$ cat config.mk
export PLATFORM = sky130hd
export DESIGN_NAME = csp_route_arb2x2
export DESIGN_NICKNAME = d
export VERILOG_FILES = /design/src/rtl/csp_route_arb2x2.sv
export SDC_FILE = /design/constraint.sdc
export NUM_CORES = 1
export LEC_CHECK = 0
export CAP_MARGIN = 20
export CORE_MARGIN = 4
export CORE_UTILIZATION = 30
export DETAILED_ROUTE_END_ITERATION = 8
export PLACE_DENSITY = 0.56
export SLEW_MARGIN = 30
export SYNTH_ARGS = -nofsm -noshare
export SYNTH_HDL_FRONTEND = slang
export SYNTH_SLANG_ARGS = --single-unit
$ cat constraint.sdc
create_clock -name clk -period 1.8 [get_ports clk]
set_input_delay 0.36 -clock clk [delete_from_list [all_inputs] [get_ports clk]]
set_output_delay 0.36 -clock clk [all_outputs]
set_load 0.05 [all_outputs]
$ cat src/rtl/csp_route_arb2x2.sv
// 2x2 router switch controller: MSB-routed packets, per-output round-robin
// arbitration, left-shift routing update and one registered stage per output.
module csp_route_arb2x2 #(
  parameter int WIDTH  = 11,
  parameter int DATA_W = 6,
  parameter int CNT_W  = 8
) (
  input  logic             clk,
  input  logic             reset,
  input  logic [WIDTH-1:0] in0_data,
  input  logic             in0_valid,
  output logic             in0_ready,
  input  logic [WIDTH-1:0] in1_data,
  input  logic             in1_valid,
  output logic             in1_ready,
  output logic [WIDTH-1:0] out0_data,
  output logic             out0_valid,
  input  logic             out0_ready,
  output logic [WIDTH-1:0] out1_data,
  output logic             out1_valid,
  input  logic             out1_ready,
  output logic [CNT_W-1:0] out0_cnt,
  output logic [CNT_W-1:0] out1_cnt
);

  logic [1:0][WIDTH-1:0] in_data;
  logic [1:0][WIDTH-1:0] shifted;
  logic [1:0]            in_valid;
  logic [1:0]            in_ready;
  logic [1:0]            out_ready;
  logic [1:0][1:0]       req;          // req[o][i]: input i wants output o
  logic [1:0]            can_accept;
  logic [1:0]            grant_valid;
  logic [1:0]            grant_sel;

  logic [1:0][WIDTH-1:0] out_data_reg;
  logic [1:0]            out_valid_reg;
  logic [1:0]            last_reg;
  logic [1:0][CNT_W-1:0] cnt_reg;

  assign in_data[0]   = in0_data;
  assign in_data[1]   = in1_data;
  assign in_valid     = {in1_valid, in0_valid};
  assign out_ready    = {out1_ready, out0_ready};

  generate
    for (genvar gi = 0; gi < 2; gi++) begin : g_in
      // Routing bit consumed: remaining routing bits move up, zero fills the gap.
      assign shifted[gi] = {in_data[gi][WIDTH-2:DATA_W], 1'b0, in_data[gi][DATA_W-1:0]};

      // Reset gating keeps ready low while the register stage is being cleared.
      assign in_ready[gi] = reset && in_valid[gi]
                            && grant_valid[in_data[gi][WIDTH-1]]
                            && (grant_sel[in_data[gi][WIDTH-1]] == 1'(gi));
    end

    for (genvar gi = 0; gi < 2; gi++) begin : g_out
      for (genvar gj = 0; gj < 2; gj++) begin : g_req
        assign req[gi][gj] = in_valid[gj] && (in_data[gj][WIDTH-1] == 1'(gi));
      end

      assign can_accept[gi]  = !out_valid_reg[gi] || out_ready[gi];
      assign grant_valid[gi] = can_accept[gi] && (|req[gi]);
      assign grant_sel[gi]   = (&req[gi]) ? ~last_reg[gi] : req[gi][1];
    end
  endgenerate

  always_ff @(posedge clk or negedge reset) begin
    if (!reset) begin
      out_valid_reg <= '0;
      out_data_reg  <= '0;
      last_reg      <= '1;
      cnt_reg       <= '0;
    end else begin
      for (int o = 0; o < 2; o++) begin
        if (grant_valid[o]) begin
          out_data_reg[o]  <= shifted[grant_sel[o]];
          out_valid_reg[o] <= 1'b1;
          last_reg[o]      <= grant_sel[o];
        end else if (out_ready[o]) begin
          out_valid_reg[o] <= 1'b0;
        end
        if (out_valid_reg[o] && out_ready[o]) begin
          cnt_reg[o] <= cnt_reg[o] + CNT_W'(1);
        end
      end
    end
  end

  assign in0_ready  = in_ready[0];
  assign in1_ready  = in_ready[1];
  assign out0_data  = out_data_reg[0];
  assign out1_data  = out_data_reg[1];
  assign out0_valid = out_valid_reg[0];
  assign out1_valid = out_valid_reg[1];
  assign out0_cnt   = cnt_reg[0];
  assign out1_cnt   = cnt_reg[1];

endmodule

==> PnR_summary.wiki, run 1 <==
{| class="wikitable"
! Metric !! Value
|-
| CTS HTree Levels || 2
|-
| Gate count of the mapped netlist || 195
|-
| Post-synth ARST share || 100.0%
|-
| Mean instance size in the synthesized netlist || 9.580 sq um
|-
| Final clock period utilization by the worst path || 103.8%
|-
| Required @ worst endpoint || ~1.4 ns
|-
| Violated checks || setup timing
|-
| Number of I/O port buffers || 67
|-
| Most frequently used flop master after synthesis || sky130_fd_sc_hd__dfrtp_1
|-
| Cell with the largest stage delay on the worst path || sky130_fd_sc_hd__dfstp_2
|-
| Summed area of non-filler cells in the final layout || roughly 0.0029 sq mm
|-
| Critical R2R Capture || last_reg[1]
|-
| Clock Latency Late Sink || 0.28 ns
|-
| Fraction of final layout cells sized beyond drive strength 1 || 31.34%
|-
| Number of violations reported at the end of detailed-routing iteration 0 || 53
|-
| Number of optimization iterations in the first detailed-route pass || 4
|-
| Number of register bits inferred by synthesis || 40
|-
| Setup repair after global routing missed its margin || yes
|-
| Setup Skew || about 0.0036 ns
|-
| Synthesized area || 0.001868 sq mm
|-
| Die Outline Area || 0.007553 sq mm
|-
| Vias per Instance || 4.563
|-
| Worst-path clk slew || 0.07 ns
|-
| Overall via count from detail_route || between 1500 and 2000
|-
| Number of rows created at floorplan || 28
|-
| Core Region || approximately 0.006 sq mm
|-
| Nets@finish || 313
|-
| Number of remaining DRC errors || 0
|-
| Largest incremental delay on the critical path || ~0.55 ns
|-
| Smallest setup slack after layout || -0.06910 ns
|-
| Arrival time of data at the critical path endpoint || 1.51 ns
|-
| Crit path time final || 1.869 ns
|-
| Clk Tree Root Cell || sky130_fd_sc_hd__clkbuf_8
|-
| Area after DPL || 0.002644 sq mm
|-
| Portion of the post-synthesis area used by sequential elements || 53.72%
|-
| Power density normalized to cell area || 1346 mW/mm^2
|-
| N_diodes || 0
|-
| Nature of the critical path startpoint || register
|-
| Max-cap violations || 0
|-
| Ordered cell list for the critical path || nand3_2 > nor2b_4 > o211ai_1 > nor2_4 > buf_12
|-
| Growth of design area from synthesis to finish || 52.71%
|-
| Number of inserted filler cells in the final layout || 575
|-
| Die width || just under 90 microns
|-
| Remaining global-route overflow || 0
|-
| Worst Hold Class || input pin to async pin
|-
| Post-DR wirelength/cell || 13.36 microns
|-
| Number of slew-limit violations in the final report || 0
|-
| Final Hold Fails || 0
|-
| Critical path capture point type || output pin
|-
| Post-synthesis cell type count || 32
|-
| Peak clock frequency supported by timing || between 500 and 600 MHz
|-
| Result of the run || finished, violations left
|-
| Maximum buffer depth of the clock tree || 2
|-
| Via count of the first global-routing pass || 1567
|-
| Die Y || 86.91 microns
|-
| Post-detailed-routing wire length || between 4 and 5 mm
|-
| Total track usage || 13.43%
|-
| Antenna violations before repair || 0
|-
| Finish-stage setup viols || 2
|-
| CTS tree || yes
|-
| Share of the synthesized area in the top cell type || 50.90%
|-
| Global-route wire length before repair || a little under 8 mm
|-
| TritonCTS Buffers || 5
|-
| Gpl congestion || 0.8873
|-
| Maximum vdd ir drop || ~0.99 mV
|-
| Crit Reg-Reg Startpoint || last_reg[1]
|-
| Critical Path Fanout Max || 3
|-
| Cell depth of the worst flop-to-flop path || 6
|-
| Clock tree sinks || 40
|-
| Biggest area contributors in the synthesized netlist || sky130_fd_sc_hd__dfrtp_1 51%, sky130_fd_sc_hd__nand2_1 9.8%, sky130_fd_sc_hd__a31oi_1 6.7%
|-
| Number of enable flip-flop cells after synthesis || 0
|-
| Post-detailed-placement half-perimeter wirelength || 3.544 mm
|-
| Top cell type by total area after synthesis || sky130_fd_sc_hd__dfrtp_1
|-
| Leakage component of the power || approximately 1.3 nW
|-
| Crit Path Category || register to output pin
|-
| Setup slack on the worst flop-to-flop path || roughly 0.24 ns
|-
| Initial cell density of the core || 31.18%
|-
| Post-detailed-route count of antenna-violating nets || 0
|-
| Boundary Pins || 70
|-
| Number of warnings reported in the yosys synthesis log || 0
|-
| Final core area utilization || 47.62%
|-
| Maximum number of pins on one net before global-route repair || 29
|}
layer usage:
layer / vias up / track usage (%) / wire length (microns)
li1: 830 / - / -
met1: 764 / 17.58 / 2084
met2: 42 / 21.88 / 2388
met3: 2 / 3.784 / 302
met4: 0 / 3.399 / 21
met5: - / 0 / 0
worst max-delay path by stage:
stage	startpoint	to	slack, ns	cells past startpoint
after global placement	in0_data[10]	in0_ready	-0.30	5
final	last_reg[1]	in1_ready	-0.07	5
after global routing	last_reg[1]	in1_ready	-0.14	5
after CTS	last_reg[1]	in1_ready	-0.11	5
after detailed placement	in0_data[10]	in0_ready	-0.34	5
after floorplan	last_reg[1]	in0_ready	0.006	3
Yosys cell counts, drive strengths merged, types with 3 or more instances:
master   n
nand3    4
mux2     4
nor2    26
xor2     5
a31oi   20
nand4    5
nor2b    3
nand2   50
dfrtp   38
nand2b   3
buf     10
xnor2    9
cell type report:
| type | instances | area (sq um) | area share [%] |
|---|---|---|---|
| clock inverter | 2 | 35.03 | 1.228 |
| timing repair buffer | 90 | 765.7 | 26.84 |
| multi-input combinational | 144 | 872.1 | 30.57 |
| clock buffer | 6 | 72.57 | 2.544 |
| tap | 75 | 93.84 | 3.289 |
| sequential | 40 | 1006 | 35.26 |
| inverter | 2 | 7.507 | 0.2632 |
logic make-up after synthesis:
kind of cell	Yosys count	synth area share, %
flip-flops	40	53.72
buffers and inverters	12	3.483
AO/OA/AOI/OAI	27	9.846
AND/OR/NAND/NOR	94	21.50
XOR/XNOR	14	6.966
other	1	0.2007
multiplexers	5	2.947
adder cells (fa/ha/maj)	2	1.339
report_power, final:
group / internal, W / switching (W) / leakage, nW / total [W]
Combinational: 0.000591 / 0.00117 / 0.819 / 0.00176
Clock: 0.000412 / 0.000300 / 0.0552 / 0.000711
Sequential: 0.00114 / 0.000223 / 0.462 / 0.00136
Total: 0.00214 / 0.00170 / 1.34 / 0.00384
layout by cell type (no fill, tap or decap), drive strengths merged:
cell           netlist  final
and2                 1      1
or4                  1      1
nand2               50     50
dlymetal6s2s         0      1
a31oi               20     20
ha                   2      2
dfstp                2      2
inv                  2      2
o41ai                1      1
nand2b               3      3
nor2                26     26
a221o                1      1
mux2                 4      4
bufinv               0      1
conb                 1      2
a21boi               1      1
a21oi                2      2
xnor2                9      9
nor2b                3      3
dlygate4sd3          0      1
xor2                 5      5
nor3                 1      1
clkdlybuf4s50        0     20
nand3                4      4
nand4                5      5
clkinv               0      1
dfrtp               38     38
o211ai               1      1
mux2i                1      1
clkbuf               0      6
a21o                 1      1
buf                 10     63
dlygate4sd2          0      5
repair_timing:
| action | 4_1_cts | 5_1_grt |
|---|---|---|
| pin swaps | 3 | 2 |
| hold endpoints to repair | 2 | 0 |
| setup endpoints to repair | 2 | 2 |
| setup buffers | 3 | 4 |
| gates resized for setup | 14 | 1 |
| hold buffers | 1 | 0 |
metrics by stage:
stage	setup WS, ns	hold WS, ns	instances	total power (W)	setup TNS (ns)
after floorplan	0.006437	0.06441	196	0.002529	0
after global placement	-0.3026	0.1938	343	0.003129	-1.420
after detailed placement	-0.3408	0.1911	343	0.003141	-2.036
after CTS	-0.1141	0.06676	355	0.003886	-0.1638
after global routing	-0.1407	0.08198	359	0.004048	-0.2570
final	-0.06910	0.07535	359	0.003838	-0.1052
worst max-delay path, delay by kind of cell, from the launching register on:
kind | cells | cell delay [ns]
AO/OA/AOI/OAI | 1 | 0.25
buffers and inverters | 1 | 0.15
flip-flops | 1 | 0.55
AND/OR/NAND/NOR | 3 | 0.28
Note: power is estimated with default switching activity, not from simulation.
==> run 2, diff against run 1 <==
- HOLD_SLACK_MARGIN: not set -> 0.06
==> results of run 2 <==
Final layout, timing and power as in run 1 (identical DEF).
